$ cat config.mk
export PLATFORM = sky130hd
export DESIGN_NAME = spi_slave_regif
export DESIGN_NICKNAME = d
export VERILOG_FILES = /design/src/rtl/spi_slave_regif.sv
export SDC_FILE = /design/constraint.sdc
export NUM_CORES = 1
export LEC_CHECK = 0
export BUFFER_PORTS_ARGS = -buffer_cell sky130_fd_sc_hd__buf_2
export CAP_MARGIN = 20
export CORE_MARGIN = 8
export CORE_UTILIZATION = 35
export CTS_BUF_LIST = sky130_fd_sc_hd__clkbuf_8 sky130_fd_sc_hd__clkbuf_16
export CTS_CLUSTER_DIAMETER = 30
export DETAILED_ROUTE_END_ITERATION = 8
export HOLD_SLACK_MARGIN = 0.08
export PLACE_DENSITY = 0.56
export SYNTH_ARGS = -nofsm -noshare
export SYNTH_HDL_FRONTEND = slang
export SYNTH_SLANG_ARGS = --single-unit
$ cat constraint.sdc
create_clock -name clk -period 3.3 [get_ports clk]
set_clock_uncertainty 0.15 [all_clocks]
set_input_delay 0.33 -clock clk [delete_from_list [all_inputs] [get_ports clk]]
set_output_delay 0.33 -clock clk [all_outputs]
set_load 0.01 [all_outputs]
$ cat src/rtl/spi_slave_regif.sv
// SPI mode-0 slave bridging a byte-oriented register interface.
// All SPI pins are oversampled in the clk domain. The first byte of a frame is
// {addr[6:0], rw}. Every following byte is either a register write or a read
// with prefetch.
module spi_slave_regif #(
    parameter bit AUTO_INC = 1'b1
) (
    input  logic       clk,
    input  logic       rst_n,
    input  logic       cs_n,
    input  logic       sclk,
    input  logic       mosi,
    output logic       miso,
    output logic       miso_oe,
    output logic [6:0] reg_addr,
    output logic [7:0] reg_wdata,
    output logic       reg_we,
    output logic       reg_re,
    input  logic [7:0] reg_rdata
);

    typedef enum logic [1:0] {
        IDLE    = 2'd0,
        ADDR    = 2'd1,
        WR_DATA = 2'd2,
        RD_DATA = 2'd3
    } state_t;

    state_t      state_reg, state_next;
    logic [1:0]  cs_sync_reg, sclk_sync_reg, mosi_sync_reg;
    logic        sclk_prev_reg;
    logic [1:0]  settle_reg;
    logic        armed_reg;
    logic [2:0]  bit_cnt_reg;
    logic [7:0]  rx_shift_reg, tx_shift_reg;
    logic [6:0]  reg_addr_reg;
    logic [7:0]  reg_wdata_reg;
    logic        reg_we_reg, reg_re_reg, load_pending_reg, miso_reg;

    logic        cs_s, sclk_s, mosi_s, sclk_rise, sclk_fall, byte_done;
    logic [7:0]  rx_byte;
    logic        start_frame, addr_latch, addr_step, we_set, re_set;
    logic        tx_load, tx_shift;

    assign cs_s      = cs_sync_reg[1];
    assign sclk_s    = sclk_sync_reg[1];
    assign mosi_s    = mosi_sync_reg[1];
    assign sclk_rise = sclk_s & ~sclk_prev_reg;
    assign sclk_fall = ~sclk_s & sclk_prev_reg;
    assign rx_byte   = {rx_shift_reg[6:0], mosi_s};
    assign byte_done = sclk_rise && (bit_cnt_reg == 3'd7);

    // Prefetched data is loaded one clk after reg_re, only while the read is still live.
    assign tx_load  = load_pending_reg && (state_reg == RD_DATA) && !cs_s;
    // The fall right after a byte boundary keeps the freshly loaded MSB on the line.
    assign tx_shift = (state_reg == RD_DATA) && sclk_fall && (bit_cnt_reg != 3'd0);

    // Two-flop synchronizers, sclk edge history and post-reset arming on a seen-high cs_n.
    always_ff @(posedge clk or negedge rst_n) begin
        if (!rst_n) begin
            cs_sync_reg   <= 2'b11;
            sclk_sync_reg <= 2'b00;
            mosi_sync_reg <= 2'b00;
            sclk_prev_reg <= 1'b0;
            settle_reg    <= 2'b00;
            armed_reg     <= 1'b0;
        end else begin
            cs_sync_reg   <= {cs_sync_reg[0], cs_n};
            sclk_sync_reg <= {sclk_sync_reg[0], sclk};
            mosi_sync_reg <= {mosi_sync_reg[0], mosi};
            sclk_prev_reg <= sclk_s;
            settle_reg    <= {settle_reg[0], 1'b1};
            armed_reg     <= armed_reg | (settle_reg[1] & cs_s);
        end
    end

    // FSM state register.
    always_ff @(posedge clk or negedge rst_n) begin
        if (!rst_n) state_reg <= IDLE;
        else        state_reg <= state_next;
    end

    // Next-state and strobe decisions; a high cs_s always wins over a completed byte.
    always_comb begin
        state_next  = state_reg;
        start_frame = 1'b0;
        addr_latch  = 1'b0;
        addr_step   = 1'b0;
        we_set      = 1'b0;
        re_set      = 1'b0;
        case (state_reg)
            IDLE: begin
                if (armed_reg && !cs_s) begin
                    state_next  = ADDR;
                    start_frame = 1'b1;
                end
            end
            ADDR: begin
                if (cs_s) begin
                    state_next = IDLE;
                end else if (byte_done) begin
                    addr_latch = 1'b1;
                    if (rx_byte[0]) begin
                        state_next = RD_DATA;
                        re_set     = 1'b1;
                    end else begin
                        state_next = WR_DATA;
                    end
                end
            end
            WR_DATA: begin
                if (cs_s)           state_next = IDLE;
                else if (byte_done) we_set     = 1'b1;
            end
            RD_DATA: begin
                if (cs_s) begin
                    state_next = IDLE;
                end else if (byte_done) begin
                    re_set    = 1'b1;
                    addr_step = 1'b1;
                end
            end
            default: state_next = IDLE;
        endcase
    end

    // Receive shifter and bit counter; the counter wraps 7->0 for unlimited bytes.
    always_ff @(posedge clk or negedge rst_n) begin
        if (!rst_n) begin
            bit_cnt_reg  <= 3'd0;
            rx_shift_reg <= 8'h00;
        end else if (start_frame) begin
            bit_cnt_reg  <= 3'd0;
            rx_shift_reg <= 8'h00;
        end else if ((state_reg != IDLE) && sclk_rise) begin
            bit_cnt_reg  <= bit_cnt_reg + 3'd1;
            rx_shift_reg <= rx_byte;
        end
    end

    // Register address, write data and the single-clk strobes.
    always_ff @(posedge clk or negedge rst_n) begin
        if (!rst_n) begin
            reg_addr_reg     <= 7'h00;
            reg_wdata_reg    <= 8'h00;
            reg_we_reg       <= 1'b0;
            reg_re_reg       <= 1'b0;
            load_pending_reg <= 1'b0;
        end else begin
            reg_we_reg       <= we_set;
            reg_re_reg       <= re_set;
            load_pending_reg <= reg_re_reg;
            if (we_set) reg_wdata_reg <= rx_byte;
            if (addr_latch) begin
                reg_addr_reg <= rx_byte[7:1];
            end else if ((addr_step || reg_we_reg) && AUTO_INC) begin
                reg_addr_reg <= reg_addr_reg + 7'd1;
            end
        end
    end

    // Transmit shifter and miso; miso is held low whenever the next state is not a read.
    always_ff @(posedge clk or negedge rst_n) begin
        if (!rst_n) begin
            tx_shift_reg <= 8'h00;
            miso_reg     <= 1'b0;
        end else begin
            if (start_frame)   tx_shift_reg <= 8'h00;
            else if (tx_load)  tx_shift_reg <= reg_rdata;
            else if (tx_shift) tx_shift_reg <= {tx_shift_reg[6:0], 1'b0};

            if (state_next != RD_DATA) miso_reg <= 1'b0;
            else if (tx_load)          miso_reg <= reg_rdata[7];
            else if (tx_shift)         miso_reg <= tx_shift_reg[6];
        end
    end

    assign miso      = miso_reg;
    assign miso_oe   = ~cs_s;
    assign reg_addr  = reg_addr_reg;
    assign reg_wdata = reg_wdata_reg;
    assign reg_we    = reg_we_reg;
    assign reg_re    = reg_re_reg;

endmodule

==> flow_metrics.env, run 1 <==
export IMPL_total_power_uw=1040
export IMPL_cts_buffers_inserted=5
export IMPL_synth_edff_count=0
export IMPL_core_um2=5886
export IMPL_synth_ff_type="dfrtp_1"
export IMPL_placementRows=28
export IMPL_synthXorXnorAreaFrac_pct=2.901
export IMPL_holdWs_ns=0.1307
export IMPL_dp_hpwl_mm=2.802
export IMPL_drive_gt1_share_pct=27.57
export IMPL_synth_largest_area_cell="dfrtp_1"
export IMPL_start_kind="register"
export IMPL_tightest_slew_ns=0.7057
export IMPL_cts_hold_buf=3
export IMPL_syn_area_um2=2113
export IMPL_grt_pass1_wl_mm=6.955
export IMPL_vias_per_cell=4.685
export IMPL_synthAdderAreaFrac_pct=2.368
export IMPL_cp_arrival_ns=2.14
export IMPL_powerDensity_nw_per_um2=421.6
export IMPL_ctsResizeCount=0
export IMPL_grt_overflow=0
export IMPL_fin_crit_ns=2.067
export IMPL_cts_root_buf="clkbuf_8"
export IMPL_cap_viol_max_count=0
export IMPL_yosysTopAreaCellShare_pct=54.47
export IMPL_die_area_um2=8781
export IMPL_die_w_um=93.71
export IMPL_wl_per_cell_um=13.91
export IMPL_slew_headroom_pct=52.95
export IMPL_final_hold_violation_count=0
export IMPL_peakVddDrop_mv=0.2074
export IMPL_clkSinkCount=48
export IMPL_fmax_mhz=483.8
export IMPL_drtPass1Iterations=4
export IMPL_cts_tree="done"
export IMPL_antenna_cells=0
export IMPL_path_max_fanout=9
export IMPL_syn_avg_cell_area_um2=11.94
export IMPL_rsz0062_at_grt="no"
export IMPL_comb_power_share_pct=6.6
export IMPL_period_share_pct=62.64
export IMPL_fin_area_um2=2466
export IMPL_path_class="reg2reg"
export IMPL_yosysWarningCount=0
export IMPL_synthTopCellsByArea="dfrtp_1 54%, mux2_4 5.7%, mux2i_1 5.2%, nor2_1 4.6%, a21oi_1 3.8%"
export IMPL_critPathRequiredTime_ns=3.37
export IMPL_clockBufferDepth=2
export IMPL_areaGrowthSynthToFinish_pct=16.70
export IMPL_place_congestion=0.7498
export IMPL_grt_max_degree=49
export IMPL_postCtsSetupRepairBufs=0
export IMPL_seq_area_frac_synth_pct=56.96
export IMPL_ys_seq_elements=48
export IMPL_drt_total_wl_mm=4.021
export IMPL_setup_violations_final=0
export IMPL_cpMaxStageDelayCell="dfrtp_1"
export IMPL_drt_iter0_drc=121
export IMPL_p_clk_share_pct=33.6
export IMPL_clock_latency_ns=0.30
export IMPL_drcViolationCount=0
export IMPL_yosys_area_share_simple_pct=15.16
export IMPL_path_delay_family="simple AND/OR/NAND/NOR gates"
export IMPL_critPathBufInv=0
export IMPL_hold_path_class="in2reg"
export IMPL_max_stage_delay_ns=0.41
export IMPL_dpl_cell_count=276
export IMPL_synth_compound_area_share_pct=8.111
export IMPL_seqPwrFrac_pct=59.8
export IMPL_num_nets_final=230
export IMPL_switching_power_uw=242.0
export IMPL_syn_nets=194
export IMPL_vias=1354
export IMPL_slew_viol_final=0
export IMPL_grt_pass1_vias=1375
export IMPL_htree_levels=2
export IMPL_endpoint_kind="register"
export IMPL_cpMostUsedCell="ha_1"
export IMPL_final_common_cell="dfrtp_1"
export IMPL_swShare_pct=23.27
export IMPL_io_buffers=31
export IMPL_fin_tns_setup_ns=0
export IMPL_synthMuxAreaShare_pct=10.89
export IMPL_ioPinCount=32
export IMPL_final_cell_mix="46 x dfrtp_1, 31 x buf_2, 26 x nor2_1, 16 x a21oi_1, 11 x mux2i_1"
export IMPL_syn_inst=177
export IMPL_place_area_um2=2316
export IMPL_synth_top_family_by_area="simple AND/OR/NAND/NOR gates"
export IMPL_antenna_found_initial=0
export IMPL_die_h_um=93.71
export IMPL_cellLeakagePower_uw=0.001216
export IMPL_path_cells="ha_1, ha_1, and3b_2, nand3_1, or2_0, nor2_1, a31oi_1"
export IMPL_synth_cell_types=36
export IMPL_track_usage_pct=10.01
export IMPL_intPower_uw=797.7
export IMPL_drtAntennaViolNets=0
export IMPL_initial_core_util_pct=35.91
export IMPL_final_cell_count_no_fill=289
export IMPL_synthArstFlopShare_pct=100.0
export IMPL_path_clk_slew_ns=0.08
export IMPL_status="complete, no violations"
export IMPL_largest_reg_flops=8
[power by group through the flow]
stage,clock network (uW),registers (uW),logic [uW]
floorplan,0,624,46.4
global placement,0,633,62.9
detailed placement,0,634,63.8
CTS,364,622,66.7
global route,392,625,78.3
finish,350,622,68.4
[stage by stage]
step / worst slack [ns] / util (%)
after floorplan: 1.463 / -
after global placement: 1.295 / 39.35
after detailed placement: 1.224 / 39.35
after CTS: 1.205 / 41.39
after global routing: 1.038 / 41.90
final: 1.233 / 41.90
[layout make-up]
| cell class | count | area [um^2] |
|---|---|---|
| Clock buffer | 6 | 82.58 |
| Clock inverter | 2 | 7.507 |
| Fill cell | 590 | 3420 |
| Inverter | 5 | 18.77 |
| Multi-Input combinational cell | 116 | 837.1 |
| Sequential cell | 48 | 1204 |
| Tap cell | 75 | 93.84 |
| Timing Repair Buffer | 37 | 222.7 |
[cells in the mapped netlist (2+ instances only)]
library cell,number
a211oi_1,2
a21oi_1,16
buf_2,4
buf_4,3
dfrtp_1,46
dfstp_2,2
ha_1,4
inv_1,5
mux2_4,8
mux2i_1,11
nand2_1,9
nand3b_1,2
nand4_1,5
nor2_1,26
nor3b_1,4
nor3b_2,3
o21ai_1,2
or3_1,2
xnor2_1,4
xor2_1,3
[worst register-to-register path, cell delays in order (launching register included)]
cell and delay [ns]:
dfrtp_1 0.41, ha_1 0.22, ha_1 0.19, and3b_2 0.27, nand3_1 0.13, or2_0 0.41
nor2_1 0.08, a31oi_1 0.15
[path summary, 6_finish.rpt]
| kind | start | endpoint | slack, ns | depth (start not counted) |
|---|---|---|---|---|
| worst max-delay path | bit_cnt_reg[0] | reg_addr[1] | 1.23 | 7 |
| worst min-delay path | reg_rdata[4] | tx_shift_reg[4] | 0.13 | 3 |
| worst max register to register | bit_cnt_reg[0] | reg_addr[1] | 1.23 | 7 |
| worst min register to register | sclk_sync_reg[0] | sclk_sync_reg[1] | 0.20 | 0 |
| max in group asynchronous | rst_n | cs_sync_reg[1] | 2.23 | 3 |
| min in group asynchronous | rst_n | reg_wdata[3] | 0.24 | 2 |
[per-layer routing]
metal | global-route usage (%) | part of all wire (%) | vias up
met5 | 0 | 0 | -
met4 | 5.152 | 2.2 | 0
met3 | 2.798 | 4.1 | 7
met2 | 14.41 | 45 | 18
met1 | 13.35 | 48 | 658
li1 | - | - | 671
[logic make-up after synthesis]
group | Yosys count
other | 1
flip-flops | 48
multiplexers | 19
adder cells (fa/ha/maj) | 4
AO/OA/AOI/OAI | 26
buffers and inverters | 13
AND/OR/NAND/NOR | 59
XOR/XNOR | 7
(Power assumes the default switching activity.)
==> inputs of run 2 (changes only) <==
Clock period 3.3 ns to 2.1 ns, I/O delays scaled along.
==> run 2 against run 1 <==
- wire length increased by 3.2%
- first-iteration DRC count decreased by 64%
- register-to-register slack got worse by 1.1 ns
- cell area increased by 4.2%
- clock-buffer cell count unchanged
- largest cell class unchanged
==> flow_metrics.env, run 2 (synthesis results as in run 1) <==
export IMPL_critPathRequiredTime_ns=2.12
export IMPL_rrSetupSlack_ns=0.09
export IMPL_initial_core_util_pct=35.91
export IMPL_die_h_um=93.71
export IMPL_cpMostUsedCell="ha_1"
export IMPL_path_max_fanout=9
export IMPL_drtPass1Iterations=3
export IMPL_htree_levels=2
export IMPL_fin_tns_setup_ns=0
export IMPL_io_buffers=31
export IMPL_final_cell_mix="46 x dfrtp_1, 31 x buf_2, 26 x nor2_1, 16 x a21oi_1"
export IMPL_place_ws_ns=0.07631
export IMPL_grt_max_degree=27
export IMPL_status="complete, no violations"
export IMPL_drcViolationCount=0
export IMPL_path_cells="ha_1, ha_1, nand3b_1, or3_1, mux2_4"
export IMPL_period_share_pct=95.94
export IMPL_num_nets_final=243
export IMPL_endpoint_kind="register"
export IMPL_antenna_found_initial=0
export IMPL_largest_reg_flops=8
export IMPL_hold_path_class="in2reg"
export IMPL_setup_violations_final=0
export IMPL_placementRows=28
export IMPL_regArea_um2=1204
export IMPL_cp_arrival_ns=2.04
export IMPL_die_area_um2=8781
export IMPL_powerDensity_nw_per_um2=640.4
export IMPL_start_kind="register"
export IMPL_tightest_slew_ns=0.5862
export IMPL_vias=1417
export IMPL_rsz0062_at_grt="no"
export IMPL_cts_tree="done"
export IMPL_fin_crit_ns=2.015
export IMPL_cpMaxStageDelayCell="or3_1"
export IMPL_min_from="reg_rdata[7]"
export IMPL_track_usage_pct=10.19
export IMPL_final_common_cell="dfrtp_1"
export IMPL_cts_root_buf="clkbuf_8"
export IMPL_clockBufferDepth=2
export IMPL_cap_viol_max_count=0
export IMPL_reg2reg_to="reg_wdata[0]"
export IMPL_worst_slack_ns=0.08518
export IMPL_core_um2=5886
export IMPL_die_w_um=93.71
export IMPL_dp_hpwl_mm=2.986
export IMPL_cts_buffers_inserted=5
export IMPL_peakVddDrop_mv=0.2574
export IMPL_cellLeakagePower_uw=0.001269
export IMPL_final_hold_violation_count=0
export IMPL_drt_iter0_drc=44
export IMPL_wl_per_cell_um=13.74
export IMPL_fmax_mhz=496.3
export IMPL_critPathLaunch="bit_cnt_reg[0]"
export IMPL_ioPinCount=32
export IMPL_slew_viol_final=0
export IMPL_drive_gt1_share_pct=28.63
export IMPL_grt_pass1_vias=1452
export IMPL_clkSinkCount=48
export IMPL_clock_latency_ns=0.29
export IMPL_grt_pass1_wl_mm=7.189
export IMPL_critPathBufInv=0
export IMPL_r2r_start="bit_cnt_reg[0]"
export IMPL_place_congestion=0.7481
export IMPL_reg2reg_depth=5
export IMPL_path_class="reg2reg"
export IMPL_vias_per_cell=4.692
export IMPL_hold_end="miso"
export IMPL_drt_total_wl_mm=4.149
export IMPL_antenna_cells=0
export IMPL_drtAntennaViolNets=0
export IMPL_slew_headroom_pct=60.92
export IMPL_filler_cell_count=574
export IMPL_max_stage_delay_ns=0.59
export IMPL_grt_overflow=0
export IMPL_multi_input_area_um2=837.1
export IMPL_whs_path_depth=4
export IMPL_holdWs_ns=0.1280
export IMPL_areaGrowthSynthToFinish_pct=21.55
export IMPL_ctsResizeCount=0
export IMPL_path_delay_family="simple AND/OR/NAND/NOR gates"
export IMPL_path_clk_slew_ns=0.09
-- run 2: changes by cell type in the layout (fill, tap and decap cells not counted) --
cell / change
buf_12: -1
buf_4: +7
dlygate4sd3_1: +7
-- run 2: where the power goes --
part	total (uW)	switching, uW	internal, uW
clock	544	284	259
combinational	131	71.8	59.6
sequential	970	21.5	949
-- run 2: what timing repair did --
item / CTS / global route
setup buffers: 0 / 0
hold endpoints to repair: 34 / 0
hold buffers: 11 / 0
-- run 2: per-stage QoR --
stage | utilization (%) | cell area [um^2] | total power [uW] | instances
2_1_floorplan | - | 2113 | 1053 | 177
3_3_place_gp | 40.24 | 2369 | 1105 | 283
3_5_place_dp | 40.24 | 2369 | 1109 | 283
4_1_cts | 43.64 | 2569 | 1669 | 302
5_1_grt | 43.64 | 2569 | 1731 | 302
6_report | 43.64 | 2569 | 1645 | 302
-- run 2: per-layer routing --
metal  GRT usage (%)  vias up  wire [um]
met2           15.64       16       1940
met5               0        -          0
li1                -      701          -
met3           2.958        5        148
met4           3.963        0         57
met1           13.20      695       2003
-- run 2: worst min-delay path, stage by stage --
cell and delay, ns:
buf_2 0.10, nor2_1 0.08, or3_1 0.11, a21oi_1 0.03
-- run 2: worst max path at each step --
stage | cells after the start | endpoint
6_report | 5 | reg_wdata[0]
5_1_grt | 5 | reg_wdata[0]
4_1_cts | 5 | reg_wdata[0]
3_5_place_dp | 5 | reg_wdata[2]
3_3_place_gp | 5 | reg_wdata[3]
2_1_floorplan | 7 | reg_addr[3]
-- run 2: layout make-up --
cell class                 count  share of cell area (%)
clock inverter                 2                  0.2923
multi-input combinational    116                   32.59
inverter                       5                  0.7306
sequential                    48                   46.86
tap                           75                   3.653
timing repair buffer          50                   12.66
clock buffer                   6                   3.215
==> inputs of run 3 (changes only) <==
Settings changed: ABC_AREA set to 1.
==> run 3 against run 2 <==
- clock-buffer cell count down 1
- global-route usage up 0.85 points
- flip-flop and latch count unchanged
- core utilization up 0.54 points
- worst hold slack better by 0.054 ns
- cell area up 2.4%
- synthesized cell count up 37%
- die area up 2.3%
- critical path depth up 4
- critical endpoint is now reg_addr[2]
- power up 5.9%
==> flow_metrics.env, run 3 <==
export IMPL_synthXorXnorAreaFrac_pct=0.4035
export IMPL_fin_crit_ns=1.700
export IMPL_synthArstFlopShare_pct=100.0
export IMPL_path_max_fanout=10
export IMPL_hold_path_class="in2reg"
export IMPL_ys_seq_elements=48
export IMPL_areaGrowthSynthToFinish_pct=21.21
export IMPL_cap_viol_max_count=0
export IMPL_setup_violations_final=0
export IMPL_ctsResizeCount=0
export IMPL_slew_headroom_pct=64.70
export IMPL_path_delay_family="simple AND/OR/NAND/NOR gates"
export IMPL_fmax_mhz=588.3
export IMPL_drive_gt1_share_pct=19.93
export IMPL_place_congestion=0.7645
export IMPL_reg2reg_to="reg_addr[2]"
export IMPL_synth_compound_area_share_pct=9.280
export IMPL_final_common_cell="nand2_1"
export IMPL_yosysWarningCount=0
export IMPL_clock_latency_ns=0.29
export IMPL_dpl_cell_count=347
export IMPL_place_ws_ns=0.4421
export IMPL_largest_reg_flops=8
export IMPL_cts_buffers_inserted=5
export IMPL_wl_per_cell_um=11.97
export IMPL_antenna_found_initial=0
export IMPL_rsz0062_at_grt="no"
export IMPL_synth_top_cells_by_count="72 x nand2_1, 46 x dfrtp_1, 33 x inv_1, 21 x o21ai_0, 16 x nand3_1"
export IMPL_track_usage_pct=11.05
export IMPL_drtPass1Iterations=4
export IMPL_worst_slack_ns=0.4002
export IMPL_r2r_start="bit_cnt_reg[1]"
export IMPL_critPathBufInv=2
export IMPL_dp_hpwl_mm=3.261
export IMPL_fin_tns_setup_ns=0
export IMPL_die_area_um2=8979
export IMPL_clockBufferDepth=2
export IMPL_grt_pass1_vias=1698
export IMPL_rrSetupSlack_ns=0.40
export IMPL_syn_nets=260
export IMPL_synthTopCellsByArea="dfrtp_1 53%, nand2_1 12%, inv_1 5.7%, o21ai_0 4.8%, nand3_1 3.7%"
export IMPL_postCtsSetupRepairBufs=0
export IMPL_vias_per_cell=4.560
export IMPL_start_kind="register"
export IMPL_grt_max_degree=28
export IMPL_core_um2=5956
export IMPL_critPathLaunch="bit_cnt_reg[1]"
export IMPL_final_cell_count_no_fill=366
export IMPL_cts_hold_buf=11
export IMPL_synth_largest_area_cell="dfrtp_1"
export IMPL_period_share_pct=80.94
export IMPL_initial_core_util_pct=36.45
export IMPL_endpoint_kind="register"
export IMPL_yosysTopAreaCellShare_pct=53.03
export IMPL_seq_area_frac_synth_pct=55.45
export IMPL_path_clk_slew_ns=0.08
export IMPL_endpoint="reg_addr[2]"
export IMPL_syn_area_um2=2171
export IMPL_cts_root_buf="clkbuf_8"
export IMPL_yosysMostFrequentCell="nand2_1"
export IMPL_final_hold_violation_count=0
export IMPL_path_cells="ha_1, ha_1, nand3_2, inv_2, nand3_4, nand2_2, inv_2, nand2_1, nand2_1"
export IMPL_synth_cell_types=25
export IMPL_tightest_slew_ns=0.5295
export IMPL_synth_top_family_by_area="simple AND/OR/NAND/NOR gates"
export IMPL_cp_arrival_ns=1.74
export IMPL_synthAdderAreaFrac_pct=2.305
export IMPL_grt_overflow=0
export IMPL_drtAntennaViolNets=0
export IMPL_ioPinCount=32
export IMPL_syn_avg_cell_area_um2=8.933
export IMPL_cts_tree="done"
export IMPL_clkSinkCount=48
export IMPL_status="complete, no violations"
export IMPL_io_buffers=31
export IMPL_htree_levels=2
export IMPL_die_w_um=94.76
export IMPL_drt_total_wl_mm=4.380
export IMPL_grt_pass1_wl_mm=7.928
export IMPL_peakVddDrop_mv=0.3096
export IMPL_vias=1669
export IMPL_yosys_area_share_simple_pct=24.61
export IMPL_cellLeakagePower_uw=0.001382
export IMPL_total_power_uw=1743
export IMPL_slew_viol_final=0
export IMPL_syn_inst=243
export IMPL_drcViolationCount=0
export IMPL_critPathRequiredTime_ns=2.14
export IMPL_die_h_um=94.76
export IMPL_num_nets_final=307
export IMPL_crit_cells=9
export IMPL_cpMaxStageDelayCell="dfrtp_1"
export IMPL_synthMuxAreaShare_pct=0
export IMPL_drt_iter0_drc=49
export IMPL_antenna_cells=0
export IMPL_max_stage_delay_ns=0.36
export IMPL_placementRows=28
export IMPL_synth_edff_count=0
export IMPL_synth_ff_type="dfrtp_1"
export IMPL_path_class="reg2reg"
export IMPL_final_cell_mix="72 x nand2_1, 46 x dfrtp_1, 34 x inv_1, 31 x buf_2, 21 x o21ai_0"
export IMPL_powerDensity_nw_per_um2=662.3
export IMPL_reg2reg_depth=9
run 3: changes by cell type after synthesis, sizes merged, moves of 8 or more:
cell | previous run | this run
a21oi | 17 | 0
inv | 5 | 38
mux2 | 8 | 0
mux2i | 11 | 0
nand2 | 9 | 77
nand3 | 2 | 18
nor2 | 26 | 11
o21ai | 3 | 27
run 3: worst min-delay path by stage:
stage | from | end | cells past startpoint
global placement | rst_n | reg_we | 1
CTS | reg_rdata[7] | miso | 7
detailed placement | rst_n | reg_addr[6] | 1
finish | reg_rdata[7] | miso | 7
floorplan | rst_n | armed_reg | 0
global route | cs_sync_reg[0] | cs_sync_reg[1] | 0
run 3: metal layers:
| layer | up-vias | GRT usage (%) | wire length [um] |
|---|---|---|---|
| li1 | 868 | - | - |
| met1 | 769 | 13.84 | 2092 |
| met2 | 27 | 18.02 | 2034 |
| met3 | 5 | 3.095 | 212 |
| met4 | 0 | 3.511 | 41 |
| met5 | - | 0 | 0 |
run 3: cell type report:
cell class | count | area, um^2
multi-input combinational | 154 | 798.3
tap | 75 | 93.84
clock inverter | 3 | 38.79
clock buffer | 5 | 68.82
sequential | 48 | 1204
inverter | 38 | 142.6
timing repair buffer | 43 | 285.3
fill | 592 | 3324
run 3: kinds of logic (layout without fill, tap and decap cells):
logic type,count (synthesis),in the layout
DFF,48,48
buffers and inverters,41,89
other,1,1
AOI/OAI and AO/OA,37,37
and+or+nand+nor,111,111
xor gates and xnor gates,1,1
adders and majority gates,4,4
run 3: tightest hold or removal path, stage by stage:
cell     delay (ns)
buf_2          0.10
nand3_1        0.06
nand2_1        0.05
nand2_1        0.05
nand2_1        0.05
inv_1          0.04
nor2_1         0.03
run 3: power by group:
| group | switching (uW) | internal [uW] | total, uW |
|---|---|---|---|
| registers | 16.5 | 950 | 966 |
| clock network | 293 | 349 | 642 |
| logic | 85.2 | 49.5 | 135 |
run 3: metrics by stage:
stage	area (um^2)	hold WS, ns	utilization (%)
after CTS	2631	0.1698	44.18
after global routing	2631	0.2123	44.18
after detailed placement	2414	0.07353	40.53
final	2631	0.1819	44.18
after global placement	2414	0.06572	40.53
after floorplan	2171	-0.2356	-
